<file path="config.mk">
export PLATFORM = sky130hd
export DESIGN_NAME = pulse_monitor
export DESIGN_NICKNAME = d
export VERILOG_FILES = /design/src/rtl/pulse_monitor.sv
export SDC_FILE = /design/constraint.sdc
export NUM_CORES = 1
export LEC_CHECK = 0
export BUFFER_PORTS_ARGS = -buffer_cell sky130_fd_sc_hd__buf_2
export CAP_MARGIN = 20
export CORE_AREA = 3 3 85 67
export CTS_CLUSTER_SIZE = 25
export DETAILED_ROUTE_END_ITERATION = 6
export DIE_AREA = 0 0 88 70
export MAX_ROUTING_LAYER = met4
export REMOVE_ABC_BUFFERS = 1
export SLEW_MARGIN = 20
export SYNTH_ARGS = -nofsm -noshare
export SYNTH_HDL_FRONTEND = slang
export SYNTH_SLANG_ARGS = --single-unit
</file>
<file path="constraint.sdc">
create_clock -name clk -period 2.3 [get_ports clk]
set_clock_uncertainty 0.1 [all_clocks]
set_input_delay 0.23 -clock clk [delete_from_list [all_inputs] [get_ports clk]]
set_output_delay 0.23 -clock clk [all_outputs]
set_load 0.1 [all_outputs]
</file>
<file path="src/rtl/pulse_monitor.sv">
// pulse_monitor: measures total sig_in high and low cycles over NUM_PULSES
// complete periods and presents the result with a valid/ready handshake.
// Optional feature: define PULSE_MONITOR_TIMEOUT_EN to end a run with the
// timeout flag set when no rising edge arrives within TIMEOUT cycles.
module pulse_monitor #(
    parameter int WIDTH      = 8,
    parameter int NUM_PULSES = 4,
    parameter int TIMEOUT    = 200
) (
    input  logic             clk,
    input  logic             rst,
    input  logic             enable,
    input  logic             sig_in,
    input  logic             result_ready,
    output logic             result_valid,
    output logic [WIDTH-1:0] high_width,
    output logic [WIDTH-1:0] low_width,
    output logic [WIDTH-1:0] pulse_count,
    output logic             timeout
);

    localparam logic [1:0] IDLE    = 2'd0;
    localparam logic [1:0] ARMED   = 2'd1;
    localparam logic [1:0] MEASURE = 2'd2;
    localparam logic [1:0] DONE    = 2'd3;

    localparam logic [WIDTH-1:0] MAXV      = '1;
    localparam logic [WIDTH-1:0] ONE       = WIDTH'(1);
    localparam logic [WIDTH-1:0] LAST_EDGE = WIDTH'(NUM_PULSES - 1);

    logic [1:0] state;
    logic       sig_q;
    logic       rise;
    logic       idle_expire;

    assign rise = sig_in & ~sig_q;

    function automatic logic [WIDTH-1:0] sat_inc(input logic [WIDTH-1:0] v);
        return (v == MAXV) ? v : v + ONE;
    endfunction

`ifdef PULSE_MONITOR_TIMEOUT_EN
    localparam int CW = $clog2(TIMEOUT + 1);
    localparam logic [CW-1:0] CNT_LAST = CW'(TIMEOUT - 1);
    localparam logic [CW-1:0] CNT_ONE  = CW'(1);

    logic [CW-1:0] idle_cnt;
    logic          timeout_q;

    assign idle_expire = ~rise & (idle_cnt == CNT_LAST);
    assign timeout     = timeout_q;

    // Count cycles since the last rising edge while a run is waiting for edges.
    always_ff @(posedge clk) begin
        if (rst || rise || !(state == ARMED || state == MEASURE))
            idle_cnt <= '0;
        else
            idle_cnt <= idle_cnt + CNT_ONE;
    end

    // Timeout flag: cleared when a run starts, set when a run ends by timeout.
    always_ff @(posedge clk) begin
        if (rst)
            timeout_q <= 1'b0;
        else if (state == IDLE && enable)
            timeout_q <= 1'b0;
        else if (enable && (state == ARMED || state == MEASURE) && idle_expire)
            timeout_q <= 1'b1;
    end
`else
    assign idle_expire = 1'b0;
    assign timeout     = 1'b0;
`endif

    // Run-control FSM plus saturating period accumulators and result handshake.
    always_ff @(posedge clk) begin
        if (rst) begin
            state        <= IDLE;
            sig_q        <= 1'b0;
            result_valid <= 1'b0;
            high_width   <= '0;
            low_width    <= '0;
            pulse_count  <= '0;
        end else begin
            sig_q <= sig_in;
            case (state)
                IDLE: begin
                    if (enable) begin
                        state       <= ARMED;
                        high_width  <= '0;
                        low_width   <= '0;
                        pulse_count <= '0;
                    end
                end
                ARMED: begin
                    if (!enable) begin
                        state <= IDLE;
                    end else if (rise) begin
                        // The first rise opens period 1 and is itself a high cycle.
                        state      <= MEASURE;
                        high_width <= ONE;
                    end else if (idle_expire) begin
                        state        <= DONE;
                        result_valid <= 1'b1;
                    end
                end
                MEASURE: begin
                    if (!enable) begin
                        state <= IDLE;
                    end else if (rise) begin
                        pulse_count <= pulse_count + ONE;
                        if (pulse_count == LAST_EDGE) begin
                            // Terminating rise closes the last period; not accumulated.
                            state        <= DONE;
                            result_valid <= 1'b1;
                        end else begin
                            high_width <= sat_inc(high_width);
                        end
                    end else begin
                        if (sig_in)
                            high_width <= sat_inc(high_width);
                        else
                            low_width <= sat_inc(low_width);
                        if (idle_expire) begin
                            state        <= DONE;
                            result_valid <= 1'b1;
                        end
                    end
                end
                DONE: begin
                    if (result_ready) begin
                        state        <= IDLE;
                        result_valid <= 1'b0;
                    end
                end
                default: state <= IDLE;
            endcase
        end
    end

endmodule

</file>
* Word-level counts from Yosys, hierarchy flattened *
Index checks and enable logic that the tools add are counted.
Widths: inputs -> output; s select.

cells by class
  $lt $le $gt $ge = 0
  $add $sub $neg = 3
  muxes and demuxes = 30
  equal/unequal tests = 21
  reduce and logical (&&, ||, !) cells = 9
  bitwise logic cells = 2
  shift operators = 0
  div/mod/pow operators = 0
  multiply operators = 0

operators by type and width
  kind                 number
  $mux 8               14
  $pmux 8 s2           2
  $add 8x1->8 const B  3
  $pmux 8 s3           1
  $ne 2x2->1 const B   10
  $eq 8x8->1 const B   2
  $ne 3x3->1 const B   5
  $mux 2               7
  $reduce_and 5->1     2
  $eq 8x2->1 const B   1
  $pmux 2 s4           1
  $reduce_and 7->1     1
  $reduce_and 6->1     1
  $eq 2x2->1 const B   2
  $mux 1               4
  $reduce_and 4->1     1
  $reduce_bool 2->1    2
  $reduce_bool 3->1    1
  $eq 2x1->1 const B   1
  $logic_not 2->1      1
  $pmux 1 s2           1
  $and 1x1->1          1
  $not 1->1            1

storage, ports and cells
  memories = 0
  memory bits (writable) = 0
  output and inout port bits = 26
  bits of input ports = 5
  register bits = 28
  bits in latches = 0
  bits in read-only memories = 0

* Depth between registers and ports, before layout *
Gate-level depths: netlist (run 1).

  depth after elaboration = 6
  mapped depth = 7

* Worst setup path after synthesis (run 1) *
No wires, ideal clock.

  kind = register -> register
  start = register low_width[0]
  end = register low_width[4]
  stages on the path, launching flop included = 6
  slack = -119 ps
  arrival = 2227 ps
  library setup time = 91 ps
  path buffers = 0
  cell sequence = dfxtp_1 > ha_1 > nand3_1 > o31ai_4 > nand2_1 > a311oi_1

on the way
  cells in the longest elaborated chain, start to end = 6
  elaborated cells between the ends (all ways) = 9
  classes of those cells = add/sub (1); eq/ne (2); mux (5); reduce/logical (1)

ends and longest elaborated chain
  element                   line  text
  start: declaration        17    output logic [WIDTH-1:0] low_width,
  start signal: assignment  123   low_width <= sat_inc(low_width);
  $add 8x1->8               39    return (v == MAXV) ? v : v + ONE;
  $mux 8                    39
  $mux 8                    120   if (sig_in)
  $mux 8                    110   end else if (rise) begin
  $mux 8                    108   if (!enable) begin
  $pmux 8 s2                86    case (state)

Parallel ways exist; a longest one is shown, timed or not. The select of a mux whose other input is x is not followed.
A chain may end at the register's enable or synchronous reset.

* Final worst setup path (run 1) *
  start = register state[0]
  end = register high_width[0]

on the way
  cells in the longest elaborated chain, start to end = 3
  elaborated cells between the ends (all ways) = 12
  classes of those cells = eq/ne (8); mux (1); reduce/logical (3)

ends and longest elaborated chain
  element                                              line  text
  start: declaration                                   31    logic [1:0] state;
  start signal: assignment                             78    state <= IDLE;
  start signal: assignment                             89    state <= ARMED;
  start signal: assignment                             97    state <= IDLE;
  $eq 2x2->1 (tied with other cells)                   86
  $ne 3x3->1 (no source line) (tied with other cells)  --
  $reduce_and 7->1 (no source line)                    --
  end signal: assignment                               117   high_width <= sat_inc(high_width);
  end signal: assignment                               121   high_width <= sat_inc(high_width);
  end: declaration                                     16    output logic [WIDTH-1:0] high_width,

Parallel ways exist; a longest one is shown, timed or not.

==> impl_metrics.env, run 1 <==
export IMPL_ys_seq_elements=28
export IMPL_holdPathStages=2
export IMPL_slew_viol_final=0
export IMPL_ys_flop_type="dfxtp_1"
export IMPL_drt_iter0_markers=81
export IMPL_muxShareOfSynthArea_pct=1.77
export IMPL_wl_microns=4080
export IMPL_cts_setup_buffers=0
export IMPL_arrival_ns=2.21
export IMPL_hold_path_end="result_valid$_SDFFE_PP0P_"
export IMPL_synth_edf_count=0
export IMPL_antenna_found_initial=0
export IMPL_final_hold_violation_count=0
export IMPL_crit_path_end_kind="flop"
export IMPL_globalplace_congestion=0.794
export IMPL_r2r_start="state[0]$_SDFFE_PP0P_"
export IMPL_clockPowerShare_pct=32.4
export IMPL_layout_min_cycle_time_ns=2.09
export IMPL_die_y_microns=70
export IMPL_vias=1571
export IMPL_comb_power_share_pct=16.9
export IMPL_dp_hpwl_microns=2970
export IMPL_hp_start="result_ready"
export IMPL_remaining_drc_errors=0
export IMPL_synth_warnings=0
export IMPL_reg2reg_depth=6
export IMPL_cp_startpoint="state[0]$_SDFFE_PP0P_"
export IMPL_ff2ff_setup_slack_ns=0.21
export IMPL_cap_violations=0
export IMPL_dr_pass1_iters=5
export IMPL_power_density_mw_per_mm2=503
export IMPL_nets=234
export IMPL_ys_top_cells_by_count="28 x dfxtp_1, 18 x nand2_1, 13 x nand3_1, 9 x a21oi_1, 9 x nor2_1"
export IMPL_dieArea_sq_mm=0.00616
export IMPL_path_class="flop to flop"
export IMPL_synth_distinct_cells=51
export IMPL_die_w_microns=88
export IMPL_fin_crit_sh_pct=91.0
export IMPL_synth_async_reset_ratio_pct=0
export IMPL_fin_cells=281
export IMPL_yosys_area_share_simple_pct=27.9
export IMPL_multi_input_area_sq_mm=0.00108
export IMPL_num_rows=22
export IMPL_vias_per_cell=5.59
export IMPL_numClockSinks=28
export IMPL_p_leak_nw=0.726
export IMPL_internal_power_mw=0.701
export IMPL_htree_levels=1
export IMPL_worst_slack_ns=0.207
export IMPL_synth_area_per_cell_sq_um=8.77
export IMPL_num_io_pins=31
export IMPL_post_cts_resized=0
export IMPL_finalPower_mw=0.979
export IMPL_ctsHoldBuffers=0
export IMPL_swShare_pct=28.3
export IMPL_clk_latency_ns=0.28
export IMPL_synth_most_common_cell="dfxtp_1"
export IMPL_rsz0062_at_grt="no"
export IMPL_yosysTopAreaCell="dfxtp_1"
export IMPL_path_clk_slew_ns=0.10
export IMPL_start_kind="flop"
export IMPL_p_sw_mw=0.278
export IMPL_numCtsBuffers=3
export IMPL_synth_compound_area_share_pct=27.0
export IMPL_avgRoutedWirePerCell_microns=14.5
export IMPL_r2r_end="high_width[0]$_SDFFE_PP0P_"
export IMPL_required_ns=2.42
export IMPL_io_buffers=29
export IMPL_ant_nets=0
export IMPL_grt_max_degree=25
export IMPL_placedCellCount=277
export IMPL_synth_top_family_by_area="simple AND/OR/NAND/NOR gates"
export IMPL_worstPathMaxFanout=10
export IMPL_cts_tree="built"
export IMPL_core_area_sq_mm=0.00487
export IMPL_clockBufferDepth=2
export IMPL_synth_adder_area_share_pct=5.17
export IMPL_ff_latch_area_sq_um=561
export IMPL_pwr_share_seq_pct=50.7
export IMPL_netlist_area_sq_mm=0.00169
export IMPL_report_final_setup_viol=0
export IMPL_yosysSeqAreaShare_pct=33.1
export IMPL_cts_root_buffer="clkbuf_8"
export IMPL_drive_gt1_share_pct=19.9
export IMPL_grt_pass1_vias=1461
export IMPL_area_growth_pct=14.9
export IMPL_grt_use_total_pct=14.3
export IMPL_grt_pass1_wl_microns=7020
export IMPL_start_util_pct=34.7
export IMPL_synth_top_area_share_pct=33.1
export IMPL_place_ws_ns=0.236
export IMPL_synthXorXnorAreaFrac_pct=1.55
export IMPL_overflow=0
export IMPL_min_path_type="input port to flop"
export IMPL_diodes=0
export IMPL_irDropWorstVdd_v=0.000190
export IMPL_max_freq_ghz=0.478
export IMPL_synthTopCellsByArea="dfxtp_1 33%, ha_1 5.2%, nand2_1 4.0%"
export IMPL_syn_inst=193
export IMPL_fin_hold_ws_ns=0.0508
export IMPL_status="completed"
export IMPL_final_fill_count=498
## power by group through the flow
stage / registers, mW / logic [mW] / clock network (mW)
2_1_floorplan: 0.516 / 0.116 / 0
3_3_place_gp: 0.508 / 0.165 / 0
3_5_place_dp: 0.508 / 0.163 / 0
4_1_cts: 0.497 / 0.164 / 0.326
5_1_grt: 0.498 / 0.182 / 0.340
6_report: 0.497 / 0.165 / 0.317
## state kept, by name, summed over array words and instances (netlist names)
name          cells
sig_q             1
result_valid      1
low_width         8
state             2
pulse_count       8
high_width        8
## cell families (layout without fill, tap and decap cells)
kind of cell	after synthesis	count (layout)
adders and majority gates	7	7
buffers and inverters	13	41
xor gates and xnor gates	3	3
and+or+nand+nor	81	81
DFF	28	28
other	1	1
AOI/OAI and AO/OA	57	57
muxes	3	3
## critical path, stage by stage, from the launching register on
cell and delay [ns]:
dfxtp_1 0.37, inv_1 0.09, ha_1 0.31, or3_4 0.43
o32ai_4 0.25, o211a_4 0.29, mux2i_1 0.18
## final cells by class
class,instances,area share (%)
tap,60,3.86
clock buffer,4,2.83
multi-input combinational,152,55.3
timing repair buffer,30,7.85
inverter,7,1.35
sequential,28,28.8
## stage by stage
stage	area, sq um	setup TNS [ns]	util (%)
floorplan	1660	-0.934	-
global placement	1890	0	38.8
detailed placement	1890	0	38.8
CTS	1950	0	39.9
global route	1950	0	39.9
finish	1950	0	39.9
## routing by layer
metal	vias to the layer above	share of wire, %	GRT usage, %
met4	0	0.47	3.07
met3	2	5.0	3.54
met1	739	53	20.6
met5	-	0	-
li1	795	-	-
met2	35	42	19.9
## cells in the final DEF, fill, tap and decap left out, types with 2 or more instances in the layout
cell       count
o21ai_1        6
o2111ai_1      2
a41o_1         2
xor2_1         3
mux2i_1        3
and3_1         3
a21o_1         2
nand2_1       18
and2_1         3
ha_1           7
nor2_1         9
nor2b_1        5
clkbuf_8       4
o211ai_1       3
buf_2         29
or3_1          6
a311oi_1       5
nand2b_1       4
nand3_1       13
nand3b_1       2
dfxtp_1       28
inv_1          7
nor4b_1        3
a21oi_1        9
o21ai_0        8
a31oi_1        4
nor4_1         2
nor3_1         2
a41oi_1        6
and4_1         2
## worst max path at each step
stage                                       endpoint  slack, ns  cells after the start
after floorplan            low_width[4]$_SDFFE_PP0P_      -0.12                      5
after detailed placement   low_width[5]$_SDFFE_PP0P_       0.24                      7
after CTS                 high_width[0]$_SDFFE_PP0P_       0.21                      6
after global routing       low_width[5]$_SDFFE_PP0P_       0.04                      7
after global placement    high_width[1]$_SDFFE_PP0P_       0.28                      6
final                     high_width[0]$_SDFFE_PP0P_       0.21                      6
Note: power is estimated with default switching activity, not from simulation.
==> inputs of run 2 (changes only) <==
CAP_MARGIN = unset   (was 20)
CORE_AREA = 2 2 79 62   (was 3 3 85 67)
DIE_AREA = 0 0 81 64   (was 0 0 88 70)
==> run 2 against run 1 <==
Utilization increased by 4.6 points. Count of clock-buffer cells in the layout unchanged. Flip-flop and latch count unchanged. Maximum frequency increased by 4.1%. Worst setup slack improved by 0.082 ns. Non-clock buffer count unchanged. Power decreased by 0.20%. Critical path type unchanged. Largest cell class unchanged. Largest power group unchanged.
==> impl_metrics.env, run 2 (synthesized netlist as in run 1, its figures left out) <==
export IMPL_ff2ff_setup_slack_ns=0.29
export IMPL_power_density_mw_per_mm2=503
export IMPL_io_buffers=29
export IMPL_reg2reg_depth=6
export IMPL_dp_hpwl_microns=2840
export IMPL_multi_input_area_sq_mm=0.00108
export IMPL_wl_met1_microns=2090
export IMPL_highest_layer="met4"
export IMPL_r2r_end="high_width[0]$_SDFFE_PP0P_"
export IMPL_numClockSinks=28
export IMPL_start_kind="flop"
export IMPL_status="completed"
export IMPL_pwr_share_seq_pct=50.8
export IMPL_num_rows=21
export IMPL_final_hold_violation_count=0
export IMPL_nets=234
export IMPL_worstPathMaxFanout=8
export IMPL_holdPathStages=2
export IMPL_clk_latency_ns=0.28
export IMPL_cts_tree="built"
export IMPL_remaining_drc_errors=0
export IMPL_ant_nets=0
export IMPL_layout_common_cells="29 x buf_2, 28 x dfxtp_1, 18 x nand2_1"
export IMPL_htree_levels=1
export IMPL_dieArea_sq_mm=0.00518
export IMPL_drive_gt1_share_pct=19.9
export IMPL_rsz0062_at_grt="no"
export IMPL_dr_wl_met2_microns=1620
export IMPL_start_util_pct=38.8
export IMPL_numCtsBuffers=3
export IMPL_fin_cells=278
export IMPL_path_clk_slew_ns=0.10
export IMPL_grt_pass1_wl_microns=6820
export IMPL_cts_setup_buffers=0
export IMPL_min_path_type="input port to flop"
export IMPL_final_fill_count=451
export IMPL_wl_microns=3930
export IMPL_num_io_pins=31
export IMPL_ctsHoldBuffers=0
export IMPL_internal_power_mw=0.701
export IMPL_dr_wl_met3_microns=181
export IMPL_top_regs="high_width: 8 flops, low_width: 8 flops, pulse_count: 8 flops"
export IMPL_die_w_microns=81
export IMPL_arrival_ns=2.13
export IMPL_drt_iter0_markers=123
export IMPL_clockPowerShare_pct=32.3
export IMPL_setup_tns_ns=0
export IMPL_post_cts_resized=0
export IMPL_dr_pass1_iters=4
export IMPL_antenna_found_initial=0
export IMPL_slew_viol_final=0
export IMPL_path_class="flop to flop"
export IMPL_overflow=0
export IMPL_p_sw_mw=0.276
export IMPL_fin_hold_ws_ns=0.0542
export IMPL_grt_pass1_vias=1446
export IMPL_cap_violations=0
export IMPL_max_freq_ghz=0.497
export IMPL_fin_area_sq_mm=0.00194
export IMPL_placedCellCount=274
export IMPL_grt_use_total_pct=17.2
export IMPL_report_final_setup_viol=0
export IMPL_required_ns=2.41
export IMPL_clockBufferDepth=2
export IMPL_fin_crit_sh_pct=87.4
export IMPL_vias=1558
export IMPL_irDropWorstVdd_v=0.000246
export IMPL_placed_area_sq_mm=0.00189
export IMPL_r2r_start="state[1]$_SDFFE_PP0P_"
export IMPL_final_common_cell="buf_2"
export IMPL_core_area_sq_mm=0.00436
export IMPL_crit_path_end_kind="flop"
export IMPL_vias_per_cell=5.60
export IMPL_layout_min_cycle_time_ns=2.01
export IMPL_diodes=0
export IMPL_area_growth_pct=14.7
export IMPL_hold_path_end="result_valid$_SDFFE_PP0P_"
export IMPL_ff_latch_area_sq_um=561
export IMPL_avgRoutedWirePerCell_microns=14.1
export IMPL_hp_start="result_ready"
export IMPL_swShare_pct=28.2
export IMPL_globalplace_congestion=0.789
export IMPL_die_y_microns=64
export IMPL_grt_max_degree=25
export IMPL_p_leak_nw=0.726
export IMPL_comb_power_share_pct=16.9
export IMPL_cts_root_buffer="clkbuf_8"
-- run 2: cell counts in the layout (fill, tap and decap cells not counted) --
No cell type changed its count.
-- run 2: worst max-delay path, cell delays in order (launching register included) --
cell	delay, ns
dfxtp_1	0.40
inv_1	0.08
ha_1	0.24
or3_4	0.39
o32ai_4	0.25
o211a_4	0.29
mux2i_1	0.18
-- run 2: worst max path at each step --
stage                     depth (start not counted)                           to  slack [ns]                 startpoint
final                                             6   high_width[0]$_SDFFE_PP0P_        0.29      state[1]$_SDFFE_PP0P_
after CTS                                         6   high_width[0]$_SDFFE_PP0P_        0.28      state[1]$_SDFFE_PP0P_
after floorplan                                   5    low_width[4]$_SDFFE_PP0P_       -0.12  low_width[0]$_SDFFE_PP0P_
after global routing                              7  pulse_count[4]$_SDFFE_PP0P_        0.09      state[0]$_SDFFE_PP0P_
after detailed placement                          6   high_width[0]$_SDFFE_PP0P_        0.31      state[1]$_SDFFE_PP0P_
after global placement                            6   high_width[0]$_SDFFE_PP0P_        0.32      state[1]$_SDFFE_PP0P_
-- run 2: stage by stage --
stage               worst slack, ns  util, %  power (mW)
detailed placement            0.306     43.3       0.673
CTS                           0.277     44.5       0.989
finish                        0.289     44.5       0.977
floorplan                    -0.119        -       0.632
global route                 0.0915     44.5        1.02
global placement              0.325     43.3       0.674
-- run 2: area by class of cell --
class	count	area share [%]
well taps	57	3.67
clock buffers	4	2.84
multi-input cells	152	55.4
repair buffers	30	7.86
inverters	7	1.35
flip-flops and latches	28	28.9
-- run 2: routing by layer --
metal  vias to the layer above  track usage [%]
met5                         -                -
met4                         0             5.93
met3                         2             3.95
met2                        37             24.1
met1                       716             24.3
li1                        803                -
-- run 2: power groups by stage --
stage | Sequential, mW | Combinational, mW | Clock [mW]
finish | 0.497 | 0.165 | 0.316
global route | 0.498 | 0.182 | 0.343
CTS | 0.497 | 0.165 | 0.327
detailed placement | 0.508 | 0.165 | 0
global placement | 0.508 | 0.166 | 0
floorplan | 0.516 | 0.116 | 0
==> inputs of run 3 (changes only) <==
--- a/config.mk
+++ b/config.mk
@@ -8,6 +8,6 @@
 export BUFFER_PORTS_ARGS = -buffer_cell sky130_fd_sc_hd__buf_2
-export CORE_AREA = 2 2 79 62
+export CORE_AREA = 2 2 81 60
 export CTS_CLUSTER_SIZE = 25
 export DETAILED_ROUTE_END_ITERATION = 6
-export DIE_AREA = 0 0 81 64
+export DIE_AREA = 0 0 83 62
 export MAX_ROUTING_LAYER = met4
==> constraint.sdc (replaced) <==
create_clock -name clk -period 2.3 [get_ports clk]
set_clock_uncertainty 0.1 [all_clocks]
set_input_delay 0.115 -clock clk [delete_from_list [all_inputs] [get_ports clk]]
set_output_delay 0.115 -clock clk [all_outputs]
set_load 0.1 [all_outputs]
==> run 3 against run 2 <==
Combinational power hardly changed. Worst setup slack worse by 0.029 ns. Highest routed layer unchanged. Hold slack worse by 0.020 ns.
==> impl_metrics.env, run 3 (synthesized netlist as in run 1, its figures left out) <==
export IMPL_grt_max_degree=25
export IMPL_drive_gt1_share_pct=19.5
export IMPL_required_ns=2.41
export IMPL_multi_input_area_sq_mm=0.00108
export IMPL_pwr_share_seq_pct=53.3
export IMPL_r2r_start="state[1]$_SDFFE_PP0P_"
export IMPL_antenna_found_initial=0
export IMPL_globalplace_congestion=0.819
export IMPL_p_sw_mw=0.268
export IMPL_ctsHoldBuffers=1
export IMPL_dp_hpwl_microns=2870
export IMPL_path_clk_slew_ns=0.10
export IMPL_vias_per_cell=5.64
export IMPL_report_final_setup_viol=0
export IMPL_status="completed"
export IMPL_fin_crit_sh_pct=88.7
export IMPL_cap_violations=0
export IMPL_clockBufferDepth=2
export IMPL_cts_setup_buffers=0
export IMPL_post_cts_resized=0
export IMPL_max_freq_ghz=0.490
export IMPL_start_util_pct=37.7
export IMPL_path_class="flop to flop"
export IMPL_comb_power_share_pct=18.0
export IMPL_ff_latch_area_sq_um=561
export IMPL_grt_pass1_vias=1353
export IMPL_setup_tns_ns=0
export IMPL_nets=235
export IMPL_place_ws_ns=0.298
export IMPL_rsz0062_at_grt="no"
export IMPL_cp_startpoint="state[1]$_SDFFE_PP0P_"
export IMPL_numCtsBuffers=3
export IMPL_final_hold_violation_count=0
export IMPL_start_kind="flop"
export IMPL_hp_start="sig_in"
export IMPL_num_io_pins=31
export IMPL_numClockSinks=28
export IMPL_fin_area_sq_mm=0.00194
export IMPL_cts_tree="built"
export IMPL_overflow=0
export IMPL_slew_viol_final=0
export IMPL_avgRoutedWirePerCell_microns=14.4
export IMPL_arrival_ns=2.15
export IMPL_vias=1568
export IMPL_grt_pass1_wl_microns=6700
export IMPL_core_area_sq_mm=0.00449
export IMPL_grt_use_total_pct=16.5
export IMPL_top_regs="high_width: 8 flops, low_width: 8 flops, pulse_count: 8 flops"
export IMPL_clockPowerShare_pct=28.7
export IMPL_clk_latency_ns=0.27
export IMPL_ant_nets=0
export IMPL_internal_power_mw=0.667
export IMPL_worstPathMaxFanout=8
export IMPL_placed_area_sq_mm=0.00189
export IMPL_worst_slack_ns=0.260
export IMPL_die_w_microns=83
export IMPL_diodes=0
export IMPL_layout_min_cycle_time_ns=2.04
export IMPL_io_buffers=29
export IMPL_final_fill_count=462
export IMPL_crit_path_end_kind="flop"
export IMPL_cts_root_buffer="clkbuf_8"
export IMPL_die_y_microns=62
export IMPL_dieArea_sq_mm=0.00515
export IMPL_swShare_pct=28.6
export IMPL_min_path_type="input port to flop"
export IMPL_final_common_cell="buf_2"
export IMPL_dr_pass1_iters=4
export IMPL_power_density_mw_per_mm2=482
export IMPL_final_util_pct=43.1
export IMPL_wl_microns=3990
export IMPL_htree_levels=1
export IMPL_p_leak_nw=0.723
export IMPL_irDropWorstVdd_v=0.000217
export IMPL_area_growth_pct=14.5
export IMPL_remaining_drc_errors=0
export IMPL_layout_common_cells="29 x buf_2, 28 x dfxtp_1, 18 x nand2_1"
export IMPL_drt_iter0_markers=109
export IMPL_num_rows=21
## run 3: per-layer routing
metal	wire, microns	vias up	global-route usage [%]
li1	-	800	-
met1	2090	728	23.6
met2	1670	38	24.3
met3	214	2	3.43
met4	21	0	2.81
met5	0	-	-
## run 3: worst paths after layout
check	end	slack, ns	cells past startpoint
max	high_width[0]$_SDFFE_PP0P_	0.26	6
min	sig_q$_SDFF_PP0_	0.03	2
max reg2reg	high_width[0]$_SDFFE_PP0P_	0.26	6
min reg2reg	low_width[7]$_SDFFE_PP0P_	0.40	1
## run 3: final cells by class
type                       instances  share of cell area, %
multi-input combinational        152                   55.5
sequential                        28                   28.9
timing repair buffer              31                   8.39
tap                               57                   3.68
clock buffer                       3                   2.13
inverter                           7                   1.36
## run 3: power by group through the flow
| stage | clock (mW) | combinational [mW] | sequential (mW) |
|---|---|---|---|
| after global placement | 0 | 0.167 | 0.508 |
| after floorplan | 0 | 0.116 | 0.516 |
| after detailed placement | 0 | 0.165 | 0.508 |
| after global routing | 0.298 | 0.184 | 0.499 |
| final | 0.268 | 0.168 | 0.498 |
| after CTS | 0.285 | 0.167 | 0.498 |
## run 3: metrics by stage
step | power (mW) | cells | hold slack, ns
4_1_cts | 0.950 | 278 | 0.0200
6_report | 0.934 | 278 | 0.0343
3_5_place_dp | 0.673 | 274 | 0.237
2_1_floorplan | 0.632 | 187 | 0.0796
3_3_place_gp | 0.675 | 274 | 0.242
5_1_grt | 0.981 | 278 | 0.0263
## run 3: critical path, stage by stage (launching register included)
cell and delay, ns:
dfxtp_1 0.40, inv_1 0.09, ha_1 0.24, or3_4 0.39, o32ai_4 0.26, o211a_4 0.30
mux2i_1 0.19
